**src/rtl/ps2_mouse_init_ctrl.sv**
```systemverilog
// PS/2 mouse bring-up sequencer: reset, self-test/ID check, enable reporting,
// then hand the bus to the stream-mode packet datapath.
//
// state     | meaning
// ----------+--------------------------------------------------------------
// IDLE      | count a new attempt, rewind the command script
// INHIBIT   | hold PS/2 clock low before request-to-send
// RTS       | clock and data low together (start bit)
// TX        | shift command, parity and stop out on device clock falls
// TX_ACK    | sample device ACK, then wait for both lines idle-high
// RX        | collect one 11-bit device frame
// CHECK     | validate the frame against the expected response byte
// DONE      | mouse streaming, bus traffic ignored
// FAIL      | all attempts exhausted
module ps2_mouse_init_ctrl #(
   parameter int unsigned INHIBIT_CYCLES      = 10000,
   parameter int unsigned RESP_TIMEOUT_CYCLES = 75000000,
   parameter int unsigned BIT_TIMEOUT_CYCLES  = 200000,
   parameter int unsigned MAX_RETRY           = 3
) (
   input  logic       clk,
   input  logic       reset,
   input  logic       ps2_clk_in,
   input  logic       ps2_data_in,
   input  logic       reinit,
   output logic       ps2_clk_oe,
   output logic       ps2_data_oe,
   output logic       init_done,
   output logic       init_error,
   output logic       datapath_rst,
   output logic [3:0] attempt_cnt,
   output logic [3:0] state_dbg
);

   typedef enum logic [3:0] {
      S_IDLE    = 4'd0,
      S_INHIBIT = 4'd1,
      S_RTS     = 4'd2,
      S_TX      = 4'd3,
      S_TX_ACK  = 4'd4,
      S_RX      = 4'd5,
      S_CHECK   = 4'd6,
      S_DONE    = 4'd7,
      S_FAIL    = 4'd8
   } state_t;

   localparam logic [31:0] INHIBIT_LAST = 32'(INHIBIT_CYCLES - 1);
   localparam logic [31:0] RESP_LAST    = 32'(RESP_TIMEOUT_CYCLES - 1);
   localparam logic [31:0] BIT_LAST     = 32'(BIT_TIMEOUT_CYCLES - 1);
   localparam logic [3:0]  RETRY_MAX    = 4'(MAX_RETRY);
   localparam logic [2:0]  LAST_STEP    = 3'd5;

   // Script: FF -> FA AA 00, F4 -> FA
   function automatic logic [7:0] script_byte(input logic [2:0] s);
      case (s)
         3'd0:    script_byte = 8'hFF;
         3'd1:    script_byte = 8'hFA;
         3'd2:    script_byte = 8'hAA;
         3'd3:    script_byte = 8'h00;
         3'd4:    script_byte = 8'hF4;
         3'd5:    script_byte = 8'hFA;
         default: script_byte = 8'h00;
      endcase
   endfunction

   function automatic logic script_is_cmd(input logic [2:0] s);
      script_is_cmd = (s == 3'd0) || (s == 3'd4);
   endfunction

   state_t      state_q, state_d;
   logic [1:0]  clk_sync, data_sync;
   logic        clk_prev;
   logic        clk_s, data_s, fall;
   logic [31:0] timer_q;
   logic [3:0]  bit_cnt_q;
   logic [10:0] rx_sr_q;
   logic        tx_oe_q;
   logic        ack_seen_q;
   logic [3:0]  attempt_q;
   logic [2:0]  step_q;
   logic [2:0]  step_next;
   logic [7:0]  cmd_byte;
   logic        resp_tmo, bit_tmo, frame_ok, attempt_fail, listening;

   assign clk_s     = clk_sync[1];
   assign data_s    = data_sync[1];
   assign fall      = clk_prev & ~clk_s;
   assign resp_tmo  = timer_q >= RESP_LAST;
   assign bit_tmo   = timer_q >= BIT_LAST;
   assign step_next = step_q + 3'd1;
   assign cmd_byte  = script_byte(step_q);
   assign frame_ok  = !rx_sr_q[0] && (^rx_sr_q[9:1]) && rx_sr_q[10];
   assign listening = (state_q == S_TX) || (state_q == S_TX_ACK) || (state_q == S_RX);

   always_comb begin
      state_d      = state_q;
      attempt_fail = 1'b0;
      unique case (state_q)
         S_IDLE:    state_d = S_INHIBIT;
         S_INHIBIT: if (timer_q >= INHIBIT_LAST) state_d = S_RTS;
         S_RTS:     state_d = S_TX;
         S_TX: begin
            if (fall) begin
               if (bit_cnt_q == 4'd9) state_d = S_TX_ACK;
            end else if (resp_tmo) attempt_fail = 1'b1;
         end
         S_TX_ACK: begin
            if (!ack_seen_q) begin
               if (fall) attempt_fail = data_s;
               else if (resp_tmo) attempt_fail = 1'b1;
            end else if (clk_s && data_s) state_d = S_RX;
            else if (resp_tmo) attempt_fail = 1'b1;
         end
         S_RX: begin
            if (fall) begin
               if (bit_cnt_q == 4'd10) state_d = S_CHECK;
            end else if (resp_tmo) attempt_fail = 1'b1;
         end
         S_CHECK: begin
            if (!frame_ok || (rx_sr_q[8:1] != cmd_byte)) attempt_fail = 1'b1;
            else if (step_q == LAST_STEP) state_d = S_DONE;
            else if (script_is_cmd(step_next)) state_d = S_INHIBIT;
            else state_d = S_RX;
         end
         S_DONE:  state_d = S_DONE;
         S_FAIL:  state_d = S_FAIL;
         default: state_d = S_IDLE;
      endcase
      if (attempt_fail) state_d = (attempt_q < RETRY_MAX) ? S_IDLE : S_FAIL;
      if (reinit) state_d = S_IDLE;
   end

   always_ff @(posedge clk or posedge reset) begin
      if (reset) begin
         state_q    <= S_IDLE;
         clk_sync   <= 2'b11;
         data_sync  <= 2'b11;
         clk_prev   <= 1'b1;
         timer_q    <= '0;
         bit_cnt_q  <= '0;
         rx_sr_q    <= '0;
         tx_oe_q    <= 1'b0;
         ack_seen_q <= 1'b0;
         attempt_q  <= '0;
         step_q     <= '0;
      end else begin
         state_q   <= state_d;
         clk_sync  <= {clk_sync[0], ps2_clk_in};
         data_sync <= {data_sync[0], ps2_data_in};
         clk_prev  <= clk_s;

         // Own clock pull during INHIBIT must not stretch the inhibit window
         if (state_d != state_q || (fall && listening)) timer_q <= '0;
         else if (timer_q != '1) timer_q <= timer_q + 32'd1;

         if (state_d != state_q) bit_cnt_q <= '0;
         else if (state_q == S_RX && !fall && bit_tmo && bit_cnt_q != 4'd0) bit_cnt_q <= '0;
         else if (fall && (state_q == S_TX || state_q == S_RX)) bit_cnt_q <= bit_cnt_q + 4'd1;

         if (state_q == S_RX && fall) rx_sr_q <= {data_s, rx_sr_q[10:1]};

         if (state_q == S_RTS) tx_oe_q <= 1'b1;
         else if (state_q == S_TX && fall) begin
            if (bit_cnt_q < 4'd8) tx_oe_q <= !cmd_byte[bit_cnt_q[2:0]];
            else if (bit_cnt_q == 4'd8) tx_oe_q <= ^cmd_byte;
            else tx_oe_q <= 1'b0;
         end

         if (state_d != state_q) ack_seen_q <= 1'b0;
         else if (state_q == S_TX_ACK && fall && !data_s) ack_seen_q <= 1'b1;

         if (reinit) attempt_q <= '0;
         else if (state_q == S_IDLE && attempt_q < RETRY_MAX) attempt_q <= attempt_q + 4'd1;

         if (state_q == S_IDLE) step_q <= '0;
         else if ((state_q == S_TX_ACK && state_d == S_RX) ||
                  (state_q == S_CHECK && (state_d == S_RX || state_d == S_INHIBIT)))
            step_q <= step_next;
      end
   end

   assign ps2_clk_oe   = (state_q == S_INHIBIT) || (state_q == S_RTS);
   assign ps2_data_oe  = (state_q == S_RTS) || (state_q == S_TX && tx_oe_q);
   assign init_done    = (state_q == S_DONE);
   assign init_error   = (state_q == S_FAIL);
   assign datapath_rst = !init_done;
   assign attempt_cnt  = attempt_q;
   assign state_dbg    = state_q;

endmodule

```
**config.mk**
```make
export PLATFORM = sky130hd
export DESIGN_NAME = ps2_mouse_init_ctrl
export DESIGN_NICKNAME = d
export VERILOG_FILES = /design/src/rtl/ps2_mouse_init_ctrl.sv
export SDC_FILE = /design/constraint.sdc
export NUM_CORES = 1
export LEC_CHECK = 0
export CELL_PAD_IN_SITES_DETAIL_PLACEMENT = 1
export CELL_PAD_IN_SITES_GLOBAL_PLACEMENT = 1
export CORE_MARGIN = 2
export CORE_UTILIZATION = 47
export DETAILED_ROUTE_END_ITERATION = 10
export GPL_TIMING_DRIVEN = 0
export PLACE_DENSITY = 0.89
export SYNTH_ARGS = -nofsm -noshare
export SYNTH_HDL_FRONTEND = slang
export SYNTH_SLANG_ARGS = --single-unit
```
**constraint.sdc**
```tcl
create_clock -name clk -period 3.5 [get_ports clk]
set_input_delay 0.525 -clock clk [delete_from_list [all_inputs] [get_ports clk]]
set_output_delay 0.525 -clock clk [all_outputs]
set_load 0.03 [all_outputs]
```
==> results of run 1 <==
synth_stat cells, types with 4 or more instances:
library cell and instances:
dfrtp_1 60, or4_1 7, o21ai_0 12, mux2_2 11, nor3_1 15, dfstp_2 5, xor2_1 18, nand3_1 14
nor2_1 57, nor4_1 16, mux2i_1 6, buf_2 4, nand4_1 12, nor2b_1 10, clkbuf_1 12, ha_1 12
or3_1 7, xnor2_1 26, and3_1 11, and2_1 6, nand2_1 35, inv_1 17, a21oi_1 15
worst paths after layout:
path | cells after the start | from | slack, ps | endpoint
max | 11 | step_q[1]$_DFFE_PP0P_ | 90 | timer_q[0]$_DFFE_PP0P_
max reg2reg | 11 | step_q[1]$_DFFE_PP0P_ | 90 | timer_q[0]$_DFFE_PP0P_
min in group asynchronous | 2 | reset | 590 | timer_q[28]$_DFFE_PP0P_
min reg2reg | 0 | clk_sync[0]$_DFF_PP1_ | 360 | clk_sync[1]$_DFF_PP1_
max in group asynchronous | 3 | reset | 2280 | timer_q[2]$_DFFE_PP0P_
min | 0 | clk_sync[0]$_DFF_PP1_ | 360 | clk_sync[1]$_DFF_PP1_
metal layers:
layer / global-route usage / share of wire
met1: 0.3435 / 0.45
met2: 0.4365 / 0.51
met3: 0.04777 / 0.030
met4: 0.08690 / 0.011
met5: 0 / 0
cells by family (layout without fill, tap and decap cells):
group / count (synthesis) / in the layout
adder cells (fa/ha/maj): 12 / 12
buffers and inverters: 34 / 69
multiplexers: 17 / 17
AND/OR/NAND/NOR: 204 / 204
AO/OA/AOI/OAI: 58 / 58
flip-flops: 65 / 65
XOR/XNOR: 46 / 46
worst max-delay path: cells and delay by family (launching register included):
family,cells,cell delay [ps]
simple gates,4,890
buf+inv,2,430
flops,1,470
compound gates,4,1270
fa+ha+maj,1,260
area by class of cell:
class / instances / area (um^2)
buffer: 17 / 70.07
clock buffer: 12 / 165.2
clock inverter: 4 / 50.05
fill: 945 / 3647
inverter: 17 / 63.81
multi-input combinational: 337 / 2216
sequential: 65 / 1634
tap: 105 / 131.4
timing repair buffer: 19 / 197.7
sequential cells by signal, indices dropped and copies added (netlist names):
| signal | cells |
|---|---|
| timer_q | 32 |
| rx_sr_q | 11 |
| attempt_cnt | 4 |
| bit_cnt_q | 4 |
| state_dbg | 4 |
| step_q | 3 |
| clk_sync | 2 |
| data_sync | 2 |
| ack_seen_q | 1 |
| clk_prev | 1 |
| tx_oe_q | 1 |
metrics by stage:
stage / area [um^2] / instances / utilization / power (uW) / hold WS (ps)
after floorplan: 3951 / 436 / - / 893.1 / 345.2
after global placement: 4253 / 558 / 0.5202 / 933.8 / 346.7
after detailed placement: 4273 / 559 / 0.5227 / 947.5 / 347.2
after CTS: 4493 / 575 / 0.5496 / 1631 / 356.9
after global routing: 4528 / 576 / 0.5539 / 1687 / 355.9
final: 4528 / 576 / 0.5539 / 1632 / 361.2
power by group through the flow:
| stage | registers [uW] | clock network, uW | logic [uW] |
|---|---|---|---|
| floorplan | 809 | 0 | 84.4 |
| global placement | 801 | 0 | 132 |
| detailed placement | 804 | 0 | 143 |
| CTS | 790 | 697 | 144 |
| global route | 793 | 732 | 162 |
| finish | 790 | 696 | 146 |
timing repair:
action / in CTS / in global routing
endpoints found under the hold margin: 0 / 0
pin swaps: 0 / 1
hold buffers: 0 / 0
gates resized for setup: 1 / 7
endpoints found under the setup margin: 20 / 37
setup buffers: 0 / 1
==> results.md, run 1 <==
- Reg clk slew, reported paths: 80 ps
- Fraction of the cycle the final worst path needs: 0.9747
- Cts bufs inserted: 9
- Seq/Total Area, Yosys: 0.4132
- Largest family of logic cells by synthesized area: simple AND/OR/NAND/NOR gates
- Final WL: 11.09 mm
- Layout cell share with drive strength beyond 1: 0.1083
- Final hold viol count: 0
- Crit-path max cell delay: 490 ps
- Period minus WS final: 3411 ps
- WP data required: 3780 ps
- Starting Density: 0.4833
- Number of global-route vias before repair: 3,630
- Ratio of total power to cell area: 360.4 nW/um^2
- Psw: 422.3 uW
- Vias: 3,406
- Crit. End Element: flop
- Slew Limit Fails: 0
- CTS tree: done
- Syn Area/Cell: 9.063 um^2
- Drc violations: 0
- DPL Wire Length: 7.780 mm
- First-pass GRT wire length: 18.28 mm
- Routed Antenna Nets: 0
- Setup TNS: 0 ps
- Syn. warnings: 0
- Setup violators final: 0
- Largest net degree at the start of global routing: 36
- DR pass1 iterations: 5
- Slew @ Worst Pin: 1029 ps
- CTS Buffer Depth: 2
- Clock power frac: 0.426
- Worst-path cell chain: inv_1 -> ha_1 -> or2_2 -> o211a_1 -> o22ai_2 -> nor3_4 -> a2111o_1 -> o21ai_1 -> nand4b_1 -> buf_2 -> nor2_1
- Hold WC Path Type: reg2reg
- Worst setup margin: 88.51 ps
- # diodes: 0
- Adder-Cell Fraction of Synth Area: 0.03800
- Synth top area cells: dfrtp_1, xnor2_1, nor2_1, xor2_1, ha_1
- Clock skew: 9.292 ps
- Routed wire length per instance: 19.25 um
- Main flop type after synthesis: dfrtp_1
- Critical path's slowest cell: a2111o_1
- Die ar.: 9157 um^2
- Mapped Nets: 453
- Cell Area, Synth: 3951 um^2
- Combinational Power Share: 0.090
- XOR/XNOR share of the synthesized area: 0.1073
- Startpoint Class: flop
- Mux share of post-synthesis cell area: 0.04655
- Synth cell types: 54
- Core Region: 8175 um^2
- Number of vias per cell: 5.913
- Worst VDD drop: 0.2540 mV
- # nets final: 483
- Synth-to-Final Area Change: 14.60%
- Post-synth top area share: 0.3800
- CTS H-tree depth: 3
- Most common cell after layout, fill and taps aside: dfrtp_1
- Die width: 95.69 um
- Placer Congestion: 0.8312
- Post-synthesis simple-gate area fraction: 0.2635
- Io pins: 18
- Root buffer cell: clkbuf_8
- Row Count: 33
- Crit path kind: reg2reg
- Max cap viols: 0
- Post-synthesis compound-gate area fraction: 0.09785
- Fmax: 293.1 MHz
- #FFs+latches synth: 65
- Initial antenna violation count: 0
- Dpl ws: 45.99 ps
- Relative slew slack: 0.3074
- Die Height: 95.69 um
- # clock sinks: 65
- Total GRT Usage: 0.2613
- Sw frac: 0.2588
- Cell internal pwr: 1210 uW
- P_leak: 0.001957 uW
- Total gr overflow: 0
- Status: finished clean
- EDFF count, synth: 0
- Initial DRC Count: 184
- Clock Latency Late Sink: 360 ps
- Async SR Flop Fraction: 1.000
- Cell taking the most area after synthesis: dfrtp_1
- Flop pwr share: 0.484
- Cell count after synthesis: 436
- CP arrival: 3690 ps
- Most frequent cells in the layout: dfrtp_1, nor2_1, nand2_1, xnor2_1, xor2_1
- Port buffer count: 17
- Crit-path max FO: 10
(Power assumes the default switching activity.)
==> run 2: changes to the inputs <==
Settings changed: CORE_UTILIZATION 47 to 51, PLACE_DENSITY 0.89 to 0.95.
Clock period 3.5 ns to 4.19 ns, I/O delays scaled along.
==> results.md, run 2 (synthesis results as in run 1) <==
- Core Region: 7607 um^2 (was 8175 um^2)
- Cell Area, Placed: 4269 um^2 (was 4273 um^2)
- Relative slew slack: 0.3790 (was 0.3074)
- First-pass GRT wire length: 18.77 mm (was 18.28 mm)
- Worst reg2reg startpoint: step_q[0]$_DFFE_PP0P_ (was step_q[1]$_DFFE_PP0P_)
- Drc violations: 0 (unchanged)
- Fraction of the cycle the final worst path needs: 0.8980 (was 0.9747)
- Placer Congestion: 0.8658 (was 0.8312)
- Starting Density: 0.5194 (was 0.4833)
- Regs by FF count: timer_q x32, rx_sr_q x11 (unchanged)
- Routed wire length per instance: 19.94 um (was 19.25 um)
- Largest Register: timer_q (unchanged)
- Layout cell share with drive strength beyond 1: 0.08955 (was 0.1083)
- WP buf/inv: 2 (unchanged)
- Hold Path Depth: 0 (unchanged)
- RR Endpoint: timer_q[14]$_DFFE_PP0P_ (was timer_q[0]$_DFFE_PP0P_)
- Worst path top cell family by delay: simple AND/OR/NAND/NOR gates (was compound AO/OA/AOI/OAI gates)
- Setup TNS: 0 ps (unchanged)
- # nets final: 482 (was 483)
- Setup violators final: 0 (unchanged)
- Area of the multi-input gates: 2186 um^2 (was 2216 um^2)
- P_leak: 0.001915 uW (was 0.001957 uW)
- Ratio of total power to cell area: 299.1 nW/um^2 (was 360.4 nW/um^2)
- Clock skew: 11.87 ps (was 9.292 ps)
- Number of vias per cell: 6.142 (was 5.913)
- Hold Buf Count CTS: 0 (unchanged)
- Root buffer cell: clkbuf_8 (unchanged)
- # clock sinks: 65 (unchanged)
- Fmax: 265.8 MHz (was 293.1 MHz)
- Total GRT Usage: 0.2802 (was 0.2613)
- Die Height: 92.02 um (was 95.69 um)
- Largest net degree at the start of global routing: 45 (was 36)
- Startpoint Class: flop (unchanged)
- Worst-path cell chain: inv_1 -> ha_1 -> or4_1 -> nand2_1 -> nand3_1 -> nor3_1 -> o211ai_1 -> xnor2_2 -> nand4b_1 -> buf_2 -> nor2_1 (was inv_1 -> ha_1 -> or2_2 -> o211a_1 -> o22ai_2 -> nor3_4 -> a2111o_1 -> o21ai_1 -> nand4b_1 -> buf_2 -> nor2_1)
- Initial DRC Count: 231 (was 184)
- Crit. End Element: flop (unchanged)
- Status: finished clean (unchanged)
- RSZ-0062 raised after global routing: no
- WP data required: 4410 ps (was 3780 ps)
- Die ar.: 8468 um^2 (was 9157 um^2)
- Port buffer count: 17 (unchanged)
- Clock Latency Late Sink: 350 ps (was 360 ps)
- Initial antenna violation count: 0 (unchanged)
- Final WL: 11.39 mm (was 11.09 mm)
- CTS H-tree depth: 3 (unchanged)
- R2R setup slack: 430 ps (was 90 ps)
- Slew @ Worst Pin: 923.1 ps (was 1029 ps)
- Fill count: 904 (was 945)
- Sequential cell area: 1633 um^2 (was 1634 um^2)
- Number of global-route vias before repair: 3,760 (was 3,630)
- Row Count: 32 (was 33)
- Pwr Total: 1335 uW (was 1632 uW)
- DPL Wire Length: 7.899 mm (was 7.780 mm)
- Reg clk slew, reported paths: 70 ps (was 80 ps)
- Hold WC Path Type: reg2reg (unchanged)
- WP depth: 11 (unchanged)
- Max cap viols: 0 (unchanged)
- Cts repair resizes: 0 (was 1)
- Worst VDD drop: 0.1964 mV (was 0.2540 mV)
- CTS tree: done (unchanged)
- Crit-path max cell delay: 620 ps (was 490 ps)
- Synth-to-Final Area Change: 12.98% (was 14.60%)
- CP endpoint: timer_q[14]$_DFFE_PP0P_ (was timer_q[0]$_DFFE_PP0P_)
- Period minus WS final: 3763 ps (was 3411 ps)
- Crit path kind: reg2reg (unchanged)
- Cts bufs inserted: 9 (unchanged)
- Final hold viol count: 0 (unchanged)
- CP startpoint: step_q[0]$_DFFE_PP0P_ (was step_q[1]$_DFFE_PP0P_)
- Max reg flops: 32 (unchanged)
- Slew Limit Fails: 0 (unchanged)
- Crit-path max FO: 10 (unchanged)
- # diodes: 0 (unchanged)
- Routed Antenna Nets: 0 (unchanged)
- CP arrival: 3980 ps (was 3690 ps)
- Reg2Reg Depth: 11 (unchanged)
- Hold_ws: 353.6 ps (was 361.2 ps)
- Die width: 92.02 um (was 95.69 um)
- CTS Buffer Depth: 2 (unchanged)
- Setup Fix Bufs, Post-CTS: 0 (unchanged)
- Vias: 3,507 (was 3,406)
- Total gr overflow: 0 (unchanged)
- Critical path's slowest cell: nor3_1 (was a2111o_1)
- Io pins: 18 (unchanged)
- Fin area: 4464 um^2 (was 4528 um^2)
- Most common cell after layout, fill and taps aside: dfrtp_1 (unchanged)
- DR pass1 iterations: 7 (was 5)
- Most frequent cells in the layout: dfrtp_1, nor2_1, nand2_1, xnor2_1, xor2_1 (unchanged)
## run 2: metrics by stage
| step | setup WS, ps | std cells | utilization |
|---|---|---|---|
| 3_5_place_dp | 649.7 | 556 | 0.5612 |
| 6_report | 427.4 | 571 | 0.5868 |
| 3_3_place_gp | 817.3 | 555 | 0.5586 |
| 4_1_cts | 512.0 | 571 | 0.5868 |
| 2_1_floorplan | 1393 | 436 | - |
| 5_1_grt | 271.9 | 571 | 0.5868 |
## run 2: final cells by class
| cell class | count | area share |
|---|---|---|
| Clock inverter | 3 | 0.008969 |
| Multi-Input combinational cell | 337 | 0.4896 |
| Buffer | 17 | 0.01541 |
| Tap cell | 102 | 0.02859 |
| Clock buffer | 12 | 0.03475 |
| Sequential cell | 65 | 0.3658 |
| Timing Repair Buffer | 18 | 0.04260 |
| Inverter | 17 | 0.01429 |
## run 2: power breakdown
part           internal [uW]  switching [uW]
logic                   41.4            78.5
clock network            303             252
registers                645            16.2
total                    989             347
## run 2: metal layers
layer | GRT usage | vias up | part of all wire
met5 | 0 | - | 0
met4 | 0.08831 | 0 | 0.020
met3 | 0.04766 | 27 | 0.046
met2 | 0.4871 | 100 | 0.51
met1 | 0.3567 | 1782 | 0.43
li1 | - | 1598 | -
## run 2: worst min path at each step
stage / startpoint / endpoint / slack (ps)
floorplan: clk_sync[0]$_DFF_PP1_ / clk_sync[1]$_DFF_PP1_ / 350
global placement: data_sync[0]$_DFF_PP1_ / data_sync[1]$_DFF_PP1_ / 350
detailed placement: data_sync[0]$_DFF_PP1_ / data_sync[1]$_DFF_PP1_ / 350
CTS: clk_sync[0]$_DFF_PP1_ / clk_sync[1]$_DFF_PP1_ / 360
global route: clk_sync[0]$_DFF_PP1_ / clk_sync[1]$_DFF_PP1_ / 360
finish: clk_sync[0]$_DFF_PP1_ / clk_sync[1]$_DFF_PP1_ / 350
